**src/rtl/peripheral_dma_scheduler_if.sv**
```systemverilog
// Channel request, completion and connector signals of the DMA scheduler.
// master = scheduler side, slave = channels plus connector side.
interface peripheral_dma_scheduler_if;
  logic        ch0_req;
  logic        ch0_wren;
  logic [2:0]  ch0_peripheral_addr;
  logic [15:0] ch0_cache_addr;
  logic [15:0] ch0_count;
  logic        ch0_ack;
  logic        ch0_done;
  logic        ch1_req;
  logic        ch1_wren;
  logic [2:0]  ch1_peripheral_addr;
  logic [15:0] ch1_cache_addr;
  logic [15:0] ch1_count;
  logic        ch1_ack;
  logic        ch1_done;
  logic [15:0] done_count;
  logic        done_error;
  logic        busy;
  logic        start_operation;
  logic        new_wren;
  logic [2:0]  new_peripheral_addr;
  logic [15:0] new_cache_addr;
  logic [15:0] new_count;
  logic        is_running;
  logic [15:0] res_count;
  logic        abort;

  modport master (
    input  ch0_req, ch0_wren, ch0_peripheral_addr,
    input  ch0_cache_addr, ch0_count,
    input  ch1_req, ch1_wren, ch1_peripheral_addr,
    input  ch1_cache_addr, ch1_count,
    input  is_running, res_count,
    output ch0_ack, ch0_done, ch1_ack, ch1_done,
    output done_count, done_error, busy,
    output start_operation, abort,
    output new_wren, new_peripheral_addr,
    output new_cache_addr, new_count
  );

  modport slave (
    output ch0_req, ch0_wren, ch0_peripheral_addr,
    output ch0_cache_addr, ch0_count,
    output ch1_req, ch1_wren, ch1_peripheral_addr,
    output ch1_cache_addr, ch1_count,
    output is_running, res_count,
    input  ch0_ack, ch0_done, ch1_ack, ch1_done,
    input  done_count, done_error, busy,
    input  start_operation, abort,
    input  new_wren, new_peripheral_addr,
    input  new_cache_addr, new_count
  );
endinterface

```
**src/rtl/peripheral_dma_scheduler.sv**
```systemverilog
// Two-channel round-robin DMA scheduler driving one transfer connector.
// Define DMA_WATCHDOG_EN to abort transfers running past WATCHDOG_CYCLES.
module peripheral_dma_scheduler #(
  parameter int unsigned WATCHDOG_CYCLES = 1024
) (
  input logic clock,
  input logic reset,
  peripheral_dma_scheduler_if.master bus
);

  typedef enum logic [2:0] {
    IDLE,
    START,
    SETTLE,
    RUN,
    DONE
  } state_e;

  if (WATCHDOG_CYCLES == 0) begin : g_cfg_err
    $error("WATCHDOG_CYCLES must be nonzero");
  end

  state_e      state_q, state_d;
  logic        grant_q, grant_d;
  logic        last_q, last_d;
  logic        wren_q, wren_d;
  logic [2:0]  periph_q, periph_d;
  logic [15:0] cache_q, cache_d;
  logic [15:0] count_q, count_d;
  logic [15:0] dcount_q, dcount_d;
  logic        ack0, ack1;
  logic        req_any;
  logic        pick;
  logic [15:0] pick_count;
  logic        wd_hit;

  assign req_any = (bus.ch0_req | bus.ch1_req) & ~reset;

  // On a tie the channel not granted last wins.
  always_comb begin
    if (bus.ch0_req && bus.ch1_req) begin
      pick = ~last_q;
    end else begin
      pick = bus.ch1_req;
    end
  end

  assign pick_count = pick ? bus.ch1_count : bus.ch0_count;

`ifdef DMA_WATCHDOG_EN
  localparam int unsigned WDW = $clog2(WATCHDOG_CYCLES + 1);

  logic [WDW-1:0] wd_q, wd_d;
  logic           err_q;

  always_comb begin
    wd_d = '0;
    if (state_q == RUN) begin
      wd_d = wd_q;
      if (wd_q != WDW'(WATCHDOG_CYCLES)) begin
        wd_d = wd_q + 1'b1;
      end
    end
  end

  assign wd_hit = (state_q == RUN) && bus.is_running &&
                  (wd_q >= WDW'(WATCHDOG_CYCLES - 1));

  always_ff @(posedge clock) begin
    if (reset) begin
      wd_q  <= '0;
      err_q <= 1'b0;
    end else begin
      wd_q <= wd_d;
      if (state_q == RUN && state_d == DONE) begin
        err_q <= wd_hit;
      end else if (state_q == IDLE && state_d == DONE) begin
        err_q <= 1'b0;
      end
    end
  end

  assign bus.abort      = wd_hit;
  assign bus.done_error = err_q;
`else
  assign wd_hit         = 1'b0;
  assign bus.abort      = 1'b0;
  assign bus.done_error = 1'b0;
`endif

  always_comb begin
    state_d  = state_q;
    grant_d  = grant_q;
    last_d   = last_q;
    wren_d   = wren_q;
    periph_d = periph_q;
    cache_d  = cache_q;
    count_d  = count_q;
    dcount_d = dcount_q;
    ack0     = 1'b0;
    ack1     = 1'b0;
    unique case (state_q)
      IDLE: begin
        if (req_any) begin
          grant_d = pick;
          last_d  = pick;
          ack0    = ~pick;
          ack1    = pick;
          count_d = pick_count;
          if (pick) begin
            wren_d   = bus.ch1_wren;
            periph_d = bus.ch1_peripheral_addr;
            cache_d  = bus.ch1_cache_addr;
          end else begin
            wren_d   = bus.ch0_wren;
            periph_d = bus.ch0_peripheral_addr;
            cache_d  = bus.ch0_cache_addr;
          end
          state_d = (pick_count == 16'd0) ? DONE : START;
        end
      end
      START:  state_d = SETTLE;
      SETTLE: state_d = RUN;
      RUN: begin
        if (!bus.is_running || wd_hit) begin
          state_d = DONE;
        end
      end
      DONE: begin
        dcount_d = (count_q == 16'd0) ? 16'd0 : bus.res_count;
        state_d  = IDLE;
      end
      default: state_d = IDLE;
    endcase
  end

  always_ff @(posedge clock) begin
    if (reset) begin
      state_q  <= IDLE;
      grant_q  <= 1'b0;
      last_q   <= 1'b1;
      wren_q   <= 1'b0;
      periph_q <= '0;
      cache_q  <= '0;
      count_q  <= '0;
      dcount_q <= '0;
    end else begin
      state_q  <= state_d;
      grant_q  <= grant_d;
      last_q   <= last_d;
      wren_q   <= wren_d;
      periph_q <= periph_d;
      cache_q  <= cache_d;
      count_q  <= count_d;
      dcount_q <= dcount_d;
    end
  end

  assign bus.ch0_ack  = ack0;
  assign bus.ch1_ack  = ack1;
  assign bus.ch0_done = (state_q == DONE) && !grant_q;
  assign bus.ch1_done = (state_q == DONE) && grant_q;
  assign bus.done_count =
    (state_q == DONE) ? dcount_d : dcount_q;
  assign bus.busy            = (state_q != IDLE);
  assign bus.start_operation = (state_q == START);
  assign bus.new_wren            = wren_q;
  assign bus.new_peripheral_addr = periph_q;
  assign bus.new_cache_addr      = cache_q;
  assign bus.new_count           = count_q;

endmodule

```
**src/flat_wrapper.sv**
```systemverilog
// flat-port wrapper written by rule: the top's interface ports become plain ports
module peripheral_dma_scheduler_flat 
#(
  parameter int unsigned WATCHDOG_CYCLES = 1024
)
  (clock, reset, bus_ch0_req, bus_ch0_wren, bus_ch0_peripheral_addr, bus_ch0_cache_addr, bus_ch0_count, bus_ch1_req, bus_ch1_wren, bus_ch1_peripheral_addr, bus_ch1_cache_addr, bus_ch1_count, bus_is_running, bus_res_count, bus_ch0_ack, bus_ch0_done, bus_ch1_ack, bus_ch1_done, bus_done_count, bus_done_error, bus_busy, bus_start_operation, bus_abort, bus_new_wren, bus_new_peripheral_addr, bus_new_cache_addr, bus_new_count);
  peripheral_dma_scheduler_if bus_i ();
  input logic clock;
  input logic reset;
  input wire logic [$bits(bus_i.ch0_req)-1:0] bus_ch0_req;
  input wire logic [$bits(bus_i.ch0_wren)-1:0] bus_ch0_wren;
  input wire logic [$bits(bus_i.ch0_peripheral_addr)-1:0] bus_ch0_peripheral_addr;
  input wire logic [$bits(bus_i.ch0_cache_addr)-1:0] bus_ch0_cache_addr;
  input wire logic [$bits(bus_i.ch0_count)-1:0] bus_ch0_count;
  input wire logic [$bits(bus_i.ch1_req)-1:0] bus_ch1_req;
  input wire logic [$bits(bus_i.ch1_wren)-1:0] bus_ch1_wren;
  input wire logic [$bits(bus_i.ch1_peripheral_addr)-1:0] bus_ch1_peripheral_addr;
  input wire logic [$bits(bus_i.ch1_cache_addr)-1:0] bus_ch1_cache_addr;
  input wire logic [$bits(bus_i.ch1_count)-1:0] bus_ch1_count;
  input wire logic [$bits(bus_i.is_running)-1:0] bus_is_running;
  input wire logic [$bits(bus_i.res_count)-1:0] bus_res_count;
  output wire logic [$bits(bus_i.ch0_ack)-1:0] bus_ch0_ack;
  output wire logic [$bits(bus_i.ch0_done)-1:0] bus_ch0_done;
  output wire logic [$bits(bus_i.ch1_ack)-1:0] bus_ch1_ack;
  output wire logic [$bits(bus_i.ch1_done)-1:0] bus_ch1_done;
  output wire logic [$bits(bus_i.done_count)-1:0] bus_done_count;
  output wire logic [$bits(bus_i.done_error)-1:0] bus_done_error;
  output wire logic [$bits(bus_i.busy)-1:0] bus_busy;
  output wire logic [$bits(bus_i.start_operation)-1:0] bus_start_operation;
  output wire logic [$bits(bus_i.abort)-1:0] bus_abort;
  output wire logic [$bits(bus_i.new_wren)-1:0] bus_new_wren;
  output wire logic [$bits(bus_i.new_peripheral_addr)-1:0] bus_new_peripheral_addr;
  output wire logic [$bits(bus_i.new_cache_addr)-1:0] bus_new_cache_addr;
  output wire logic [$bits(bus_i.new_count)-1:0] bus_new_count;
  assign bus_i.ch0_req = bus_ch0_req;
  assign bus_i.ch0_wren = bus_ch0_wren;
  assign bus_i.ch0_peripheral_addr = bus_ch0_peripheral_addr;
  assign bus_i.ch0_cache_addr = bus_ch0_cache_addr;
  assign bus_i.ch0_count = bus_ch0_count;
  assign bus_i.ch1_req = bus_ch1_req;
  assign bus_i.ch1_wren = bus_ch1_wren;
  assign bus_i.ch1_peripheral_addr = bus_ch1_peripheral_addr;
  assign bus_i.ch1_cache_addr = bus_ch1_cache_addr;
  assign bus_i.ch1_count = bus_ch1_count;
  assign bus_i.is_running = bus_is_running;
  assign bus_i.res_count = bus_res_count;
  assign bus_ch0_ack = bus_i.ch0_ack;
  assign bus_ch0_done = bus_i.ch0_done;
  assign bus_ch1_ack = bus_i.ch1_ack;
  assign bus_ch1_done = bus_i.ch1_done;
  assign bus_done_count = bus_i.done_count;
  assign bus_done_error = bus_i.done_error;
  assign bus_busy = bus_i.busy;
  assign bus_start_operation = bus_i.start_operation;
  assign bus_abort = bus_i.abort;
  assign bus_new_wren = bus_i.new_wren;
  assign bus_new_peripheral_addr = bus_i.new_peripheral_addr;
  assign bus_new_cache_addr = bus_i.new_cache_addr;
  assign bus_new_count = bus_i.new_count;
  peripheral_dma_scheduler #(.WATCHDOG_CYCLES(WATCHDOG_CYCLES)) u_core (.clock(clock), .reset(reset), .bus(bus_i));
endmodule
```
**config.mk**
```make
export PLATFORM = sky130hd
export DESIGN_NAME = peripheral_dma_scheduler_flat
export DESIGN_NICKNAME = d
export VERILOG_FILES = /design/src/rtl/peripheral_dma_scheduler_if.sv /design/src/rtl/peripheral_dma_scheduler.sv /design/src/flat_wrapper.sv
export SDC_FILE = /design/constraint.sdc
export NUM_CORES = 1
export LEC_CHECK = 0
export BUFFER_PORTS_ARGS = -buffer_cell sky130_fd_sc_hd__buf_2
export CAP_MARGIN = 25
export CELL_PAD_IN_SITES_DETAIL_PLACEMENT = 2
export CELL_PAD_IN_SITES_GLOBAL_PLACEMENT = 2
export CORE_MARGIN = 2
export CORE_UTILIZATION = 26
export DETAILED_ROUTE_END_ITERATION = 6
export PLACE_DENSITY_LB_ADDON = 0.2
export SYNTH_ARGS = -nofsm -noshare
export SYNTH_HDL_FRONTEND = slang
export SYNTH_SLANG_ARGS = --single-unit
```
**constraint.sdc**
```tcl
create_clock -name clock -period 2.45 [get_ports clock]
set_input_delay 0 -clock clock [delete_from_list [all_inputs] [get_ports clock]]
set_output_delay 0 -clock clock [all_outputs]
set_load 0.05 [all_outputs]
```
==> impl_metrics.py, run 1 <==
metrics = {
    "outcome": {
        "outcome": "finished clean",
    },
    "power_and_ir_drop": {
        "pwr-share-seq_pct": 34.9,
        "p_sw_share_pct": 35.0,
        "clockPowerShare_pct": 35.2,
        "p_int_uw": 2030,
        "powerDensity_nw_per_um2": 748,
        "p_sw_uw": 1090,
        "total_leakage_power_uw": 0.00191,
        "vdd_drop_max_v": 0.000392,
        "comb_power_share_pct": 29.9,
    },
    "route": {
        "drtAntennaViolNets": 0,
        "drc_errors": 0,
        "drt-total-wl_mm": 10.3,
        "wire_per_inst_microns": 17.6,
        "drtIter0Drc": 63,
        "vias_per_cell": 4.87,
        "vias": 2870,
        "dr.pass1.iters": 4,
    },
    "sta": {
        "rsz0062_at_grt": "no",
        "hold_viol": 0,
        "finalSetupViolations": 0,
        "period_share_pct": 91.4,
        "relSlewSlack_pct": 50.7,
        "fmax_mhz": 446,
        "setup_tns_ns": 0,
        "worst_slew_pin_slew_ns": 0.740,
        "finClkSkew_ns": 0.0102,
        "slew_viol_final": 0,
        "min_period_ns": 2.24,
    },
    "floorplanning": {
        "start_util_pct": 27.0,
        "row_count": 36,
        "core_sq_um": 9820,
        "die_h_microns": 105,
        "die_x_microns": 105,
        "die_area_sq_um": 11000,
        "pin_count": 153,
    },
    "synthesis": {
        "netlist.area_leader.share_pct": 43.0,
        "yosys.area.top_type": "dfxtp_1",
        "ys_ff_latch": 57,
        "ys_warn_count": 0,
        "synthFlopType": "dfxtp_1",
        "yosysSeqAreaShare_pct": 43.0,
        "synth_cell_types": 38,
        "synth.avg_cell_area_sq_um": 10.0,
        "synthCells": 265,
        "synthTopCellsByArea": "dfxtp_1 (43%), mux2i_1 (14%), a22o_1 (11%)",
        "synth_edf_count": 0,
        "postSynth.asyncResetShare_pct": 0,
        "syn_area_sq_um": 2650,
    },
    "final_layout": {
        "nNetsFinal": 544,
        "drive_gt1_share_pct": 39.3,
        "nFillCells": 1119,
        "synthToLayoutAreaGrowth_pct": 57.2,
        "multi_input_area_sq_um": 1390,
        "seq_area_sq_um": 1140,
        "diodes": 0,
        "fin_cells": 589,
    },
    "global_route": {
        "grt_pass1_vias": 3277,
        "gr-usage-all-layers_pct": 18.9,
        "grt_max_degree": 42,
        "antenna_found_initial": 0,
        "grt_pass1_wl_mm": 16.8,
        "grt_overflow": 0,
    },
    "clock_tree": {
        "cts_buffers": 9,
        "cts.clk_slew.worst_paths_ns": 0.07,
        "htreeDepth": 3,
        "post_cts_resized": 0,
        "insertion_delay_ns": 0.33,
        "clock_sinks": 57,
        "ctsLongestPathBuffers": 2,
        "clockRootBuffer": "clkbuf_8",
        "cts_tree": "built",
    },
    "placed_design": {
        "hpwl_mm": 7.28,
        "gp_congestion": 0.739,
        "placed_cells": 532,
        "io_buffers": 150,
    },
    "setup_path": {
        "worstReg2RegEnd": "u_core.bus.new_count[9]",
        "r2r-start": "u_core.last_q",
        "worstSetupStartpointType": "flip-flop",
        "r2r_slack_ns": 0.40,
        "cp_max_fo": 19,
        "setup.worst_path.class": "reg2out",
        "required_ns": 2.45,
        "end_kind": "output port",
        "r2r_cells": 5,
        "critPathArrivalTime_ns": 2.24,
    },
    "min_path": {
        "holdPathEnd": "u_core.bus.new_count[10]",
        "hold_depth": 3,
        "min_path_type": "in2reg",
        "hold_path_startpoint": "bus_ch1_count[10]",
    },
    "flow_run": {
        "drv_cap": 0,
    },
}
[sequential cells by signal, summed over array words and instances (netlist names)]
| name | count |
|---|---|
| u_core.bus.new_count | 16 |
| u_core.bus.new_wren | 1 |
| u_core.last_q | 1 |
| u_core.dcount_q | 16 |
| u_core.grant_q | 1 |
| u_core.state_q | 3 |
| u_core.bus.new_peripheral_addr | 3 |
| u_core.bus.new_cache_addr | 16 |
[worst max-delay path by stage]
stage,start,cells after the start,slack (ns),end
after detailed placement,u_core.state_q[1],5,0.58,bus_done_count[4]
after CTS,u_core.state_q[1],5,0.20,bus_done_count[4]
after floorplan,u_core.bus.new_count[10],5,0.63,bus_done_count[10]
after global placement,u_core.state_q[1],5,0.69,bus_done_count[6]
after global routing,u_core.state_q[1],5,0.09,bus_done_count[4]
final,u_core.state_q[1],5,0.21,bus_done_count[4]
[cell families after synthesis]
kind of cell / share of synthesized area [%]
AOI/OAI and AO/OA: 22.4
buffers and inverters: 4.95
DFF: 43.0
muxes: 14.0
other: 0.141
and+or+nand+nor: 15.6
[per-stage QoR]
| stage | utilization [%] | power [uW] | cell area (sq um) | worst slack [ns] | hold slack [ns] |
|---|---|---|---|---|---|
| 5_1_grt | 42.5 | 3260 | 4170 | 0.0859 | 0.0243 |
| 2_1_floorplan | - | 1700 | 2660 | 0.634 | 0.133 |
| 3_3_place_gp | 35.8 | 1960 | 3520 | 0.692 | 0.241 |
| 3_5_place_dp | 35.8 | 1980 | 3520 | 0.576 | 0.245 |
| 4_1_cts | 42.5 | 3150 | 4170 | 0.200 | 0.00254 |
| 6_report | 42.5 | 3120 | 4170 | 0.210 | 0.00195 |
[timing repair]
action                                 in CTS  in global routing
endpoints found under the hold margin      30                  0
hold buffers                               41                  0
setup buffers                               0                  0
[power groups by stage]
stage                     registers (uW)  logic, uW  clock network [uW]
after global placement              1100        857                   0
after detailed placement            1110        875                   0
final                               1090        934                1100
after floorplan                     1370        336                   0
after global routing                1100        999                1160
after CTS                           1090        939                1130
[critical path, stage by stage (launching register included)]
cell	delay, ns
dfxtp_1	0.40
nor2_4	0.22
nand2_4	0.19
nor2_2	0.58
a22o_1	0.24
buf_2	0.27
[metal layers]
layer | vias to the layer above | GRT usage (%) | share of wire (%)
met5 | - | 0 | 0
met4 | 0 | 4.38 | 1.2
met3 | 12 | 3.74 | 5.0
met2 | 86 | 36.8 | 53
met1 | 1387 | 20.9 | 41
li1 | 1385 | - | -
[Yosys cell counts, types with 2 or more instances]
cell type,number
dfxtp_1,57
mux2i_1,37
a22o_1,32
nor2_1,22
a211oi_1,20
nand3b_1,16
nor4_1,12
o21ai_0,10
buf_4,8
buf_2,6
clkbuf_1,6
o21ai_1,6
nand2_1,4
a21oi_1,2
nand4_1,2
nor2_4,2
or3_1,2
[cells in the final DEF, fill, tap and decap left out, types with 3 or more instances in the layout]
cell type,synthesis,layout
buf_2,6,150
dfxtp_1,57,57
dlygate4sd3_1,0,41
mux2i_1,37,37
a22o_1,32,32
nor2_1,22,22
a211oi_1,20,20
nand3b_1,16,16
nor4_1,12,12
o21ai_0,10,10
clkbuf_8,0,10
o21ai_1,6,6
nand2_1,4,4
bufinv_16,0,3
buf_4,8,3
[area by class of cell]
class,count,area share [%]
clock buffers,11,3.39
clock inverters,5,2.46
inverters,1,0.0900
multi-input cells,186,33.4
flip-flops and latches,57,27.4
well taps,133,3.99
repair buffers,196,29.3
(Power assumes the default switching activity.)
==> run 2, diff against run 1 <==
Settings changed: RECOVER_POWER from default to 50.
==> run 2 against run 1 <==
Cell area decreased by 1.7%; count of clock-buffer cells in the layout is the same; combinational power decreased by 3.7%; hold slack lost 0.0019 ns; global-route usage unchanged; sequential cell count unchanged; sequential power barely moved; critical path type unchanged.
==> impl_metrics.py, run 2 (synthesis results as in run 1) <==
metrics = {
    "route": {
        "drt-total-wl_mm": 10.3,
        "drtAntennaViolNets": 0,
        "vias": 2872,
        "drtIter0Drc": 54,
        "dr.pass1.iters": 4,
        "drc_errors": 0,
        "vias_per_cell": 4.88,
        "wire_per_inst_microns": 17.4,
    },
    "setup_path": {
        "critPathArrivalTime_ns": 2.22,
        "r2r_cells": 5,
        "worstSetupStartpointType": "flip-flop",
        "critical_path.cell_chain": "nor2_4 -> nand2_4 -> nor2_2 -> a22o_1 -> buf_2",
        "setup.worst_path.class": "reg2out",
        "required_ns": 2.45,
        "worstReg2RegEnd": "u_core.bus.new_count[2]",
        "max_stage_delay_ns": 0.57,
        "end_kind": "output port",
        "cp_max_fo": 19,
        "r2r-start": "u_core.last_q",
        "crit_slowest_cell": "nor2_2",
        "r2r_slack_ns": 0.38,
    },
    "final_layout": {
        "synthToLayoutAreaGrowth_pct": 54.6,
        "drive_gt1_share_pct": 30.0,
        "nFillCells": 1146,
        "fin_cells": 589,
        "final_common_cell": "buf_2",
        "nNetsFinal": 544,
        "diodes": 0,
        "final_cell_mix": "buf_2 (110), dfxtp_1 (57), clkbuf_1 (41), dlygate4sd3_1 (41), mux2i_1 (37)",
    },
    "sta": {
        "finClkSkew_ns": 0.0113,
        "setup_tns_ns": 0,
        "fmax_mhz": 451,
        "hold_viol": 0,
        "slew_viol_final": 0,
        "finalSetupViolations": 0,
        "min_period_ns": 2.22,
        "relSlewSlack_pct": 41.0,
        "rsz0062_at_grt": "no",
        "worst_slew_pin_slew_ns": 0.881,
        "period_share_pct": 90.5,
    },
    "global_route": {
        "grt_pass1_wl_mm": 16.8,
        "gr-usage-all-layers_pct": 18.9,
        "antenna_found_initial": 0,
        "grt_overflow": 0,
        "grt_max_degree": 42,
        "grt_pass1_vias": 3277,
    },
    "min_path": {
        "hold_path_startpoint": "bus_ch1_count[10]",
        "holdPathEnd": "u_core.bus.new_count[10]",
        "hold_depth": 3,
        "min_path_type": "in2reg",
    },
    "floorplanning": {
        "row_count": 36,
        "die_h_microns": 105,
        "start_util_pct": 27.0,
        "core_sq_um": 9820,
        "die_area_sq_um": 11000,
        "pin_count": 153,
        "die_x_microns": 105,
    },
    "clock_tree": {
        "htreeDepth": 3,
        "clockRootBuffer": "clkbuf_8",
        "cts_setup_buffers": 0,
        "cts.clk_slew.worst_paths_ns": 0.07,
        "cts_buffers": 9,
        "insertion_delay_ns": 0.33,
        "clock_sinks": 57,
        "cts_tree": "built",
        "ctsLongestPathBuffers": 2,
        "post_cts_resized": 0,
    },
    "placed_design": {
        "placed_cells": 532,
        "hpwl_mm": 7.28,
        "io_buffers": 150,
        "gp_congestion": 0.739,
    },
    "flow_run": {
        "drv_cap": 0,
    },
    "power_and_ir_drop": {
        "total_leakage_power_uw": 0.00175,
        "vdd_drop_max_v": 0.000396,
        "powerDensity_nw_per_um2": 752,
    },
    "outcome": {
        "outcome": "finished clean",
    },
}
[run 2: cell type report]
type | instances | area [sq um] | area share, %
flip-flops and latches | 57 | 1140 | 27.8
inverters | 1 | 3.75 | 0.0915
multi-input cells | 186 | 1390 | 33.8
well taps | 133 | 166 | 4.06
clock inverters | 5 | 103 | 2.50
clock buffers | 11 | 141 | 3.45
repair buffers | 196 | 1160 | 28.3
[run 2: critical path, delay by kind of cell, from the launching register on]
family,cells,cell delay (ns)
DFF,1,0.40
buffers and inverters,1,0.27
and+or+nand+nor,3,0.98
AOI/OAI and AO/OA,1,0.24
[run 2: worst max-delay path by stage]
| stage | start | end | slack, ns | cells after the start |
|---|---|---|---|---|
| final | u_core.state_q[1] | bus_done_count[4] | 0.23 | 5 |
| after global placement | u_core.state_q[1] | bus_done_count[6] | 0.69 | 5 |
| after floorplan | u_core.bus.new_count[10] | bus_done_count[10] | 0.63 | 5 |
| after detailed placement | u_core.state_q[1] | bus_done_count[4] | 0.58 | 5 |
| after global routing | u_core.state_q[1] | bus_done_count[4] | 0.1 | 5 |
| after CTS | u_core.state_q[1] | bus_done_count[4] | 0.20 | 5 |
[run 2: where the power goes]
group / switching [uW] / internal, uW
sequential: 70.5 / 1020
clock: 394 / 703
combinational: 624 / 275
total: 1090 / 2000
[run 2: repair_timing]
| action | 4_1_cts | 5_1_grt |
|---|---|---|
| endpoints found under the hold margin | 30 | 0 |
| endpoints found under the setup margin | 0 | 0 |
| hold buffers | 41 | 0 |
[run 2: metrics by stage]
stage / power (uW) / setup WS, ns / util, % / hold slack [ns] / area [sq um]
after floorplan: 1700 / 0.634 / - / 0.133 / 2660
after global placement: 1960 / 0.692 / 35.8 / 0.241 / 3520
after detailed placement: 1980 / 0.576 / 35.8 / 0.245 / 3520
after CTS: 3150 / 0.200 / 42.5 / 0.00254 / 4170
after global routing: 3230 / 0.0990 / 41.8 / 0.0243 / 4100
final: 3090 / 0.232 / 41.8 / 0.0000970 / 4100
[run 2: layer usage]
metal / wire length [microns] / share of wire (%) / track usage [%]
met4: 119 / 1.2 / 4.38
met3: 491 / 4.8 / 3.74
met1: 4180 / 41 / 20.9
met2: 5480 / 53 / 36.8
met5: 0 / 0 / 0
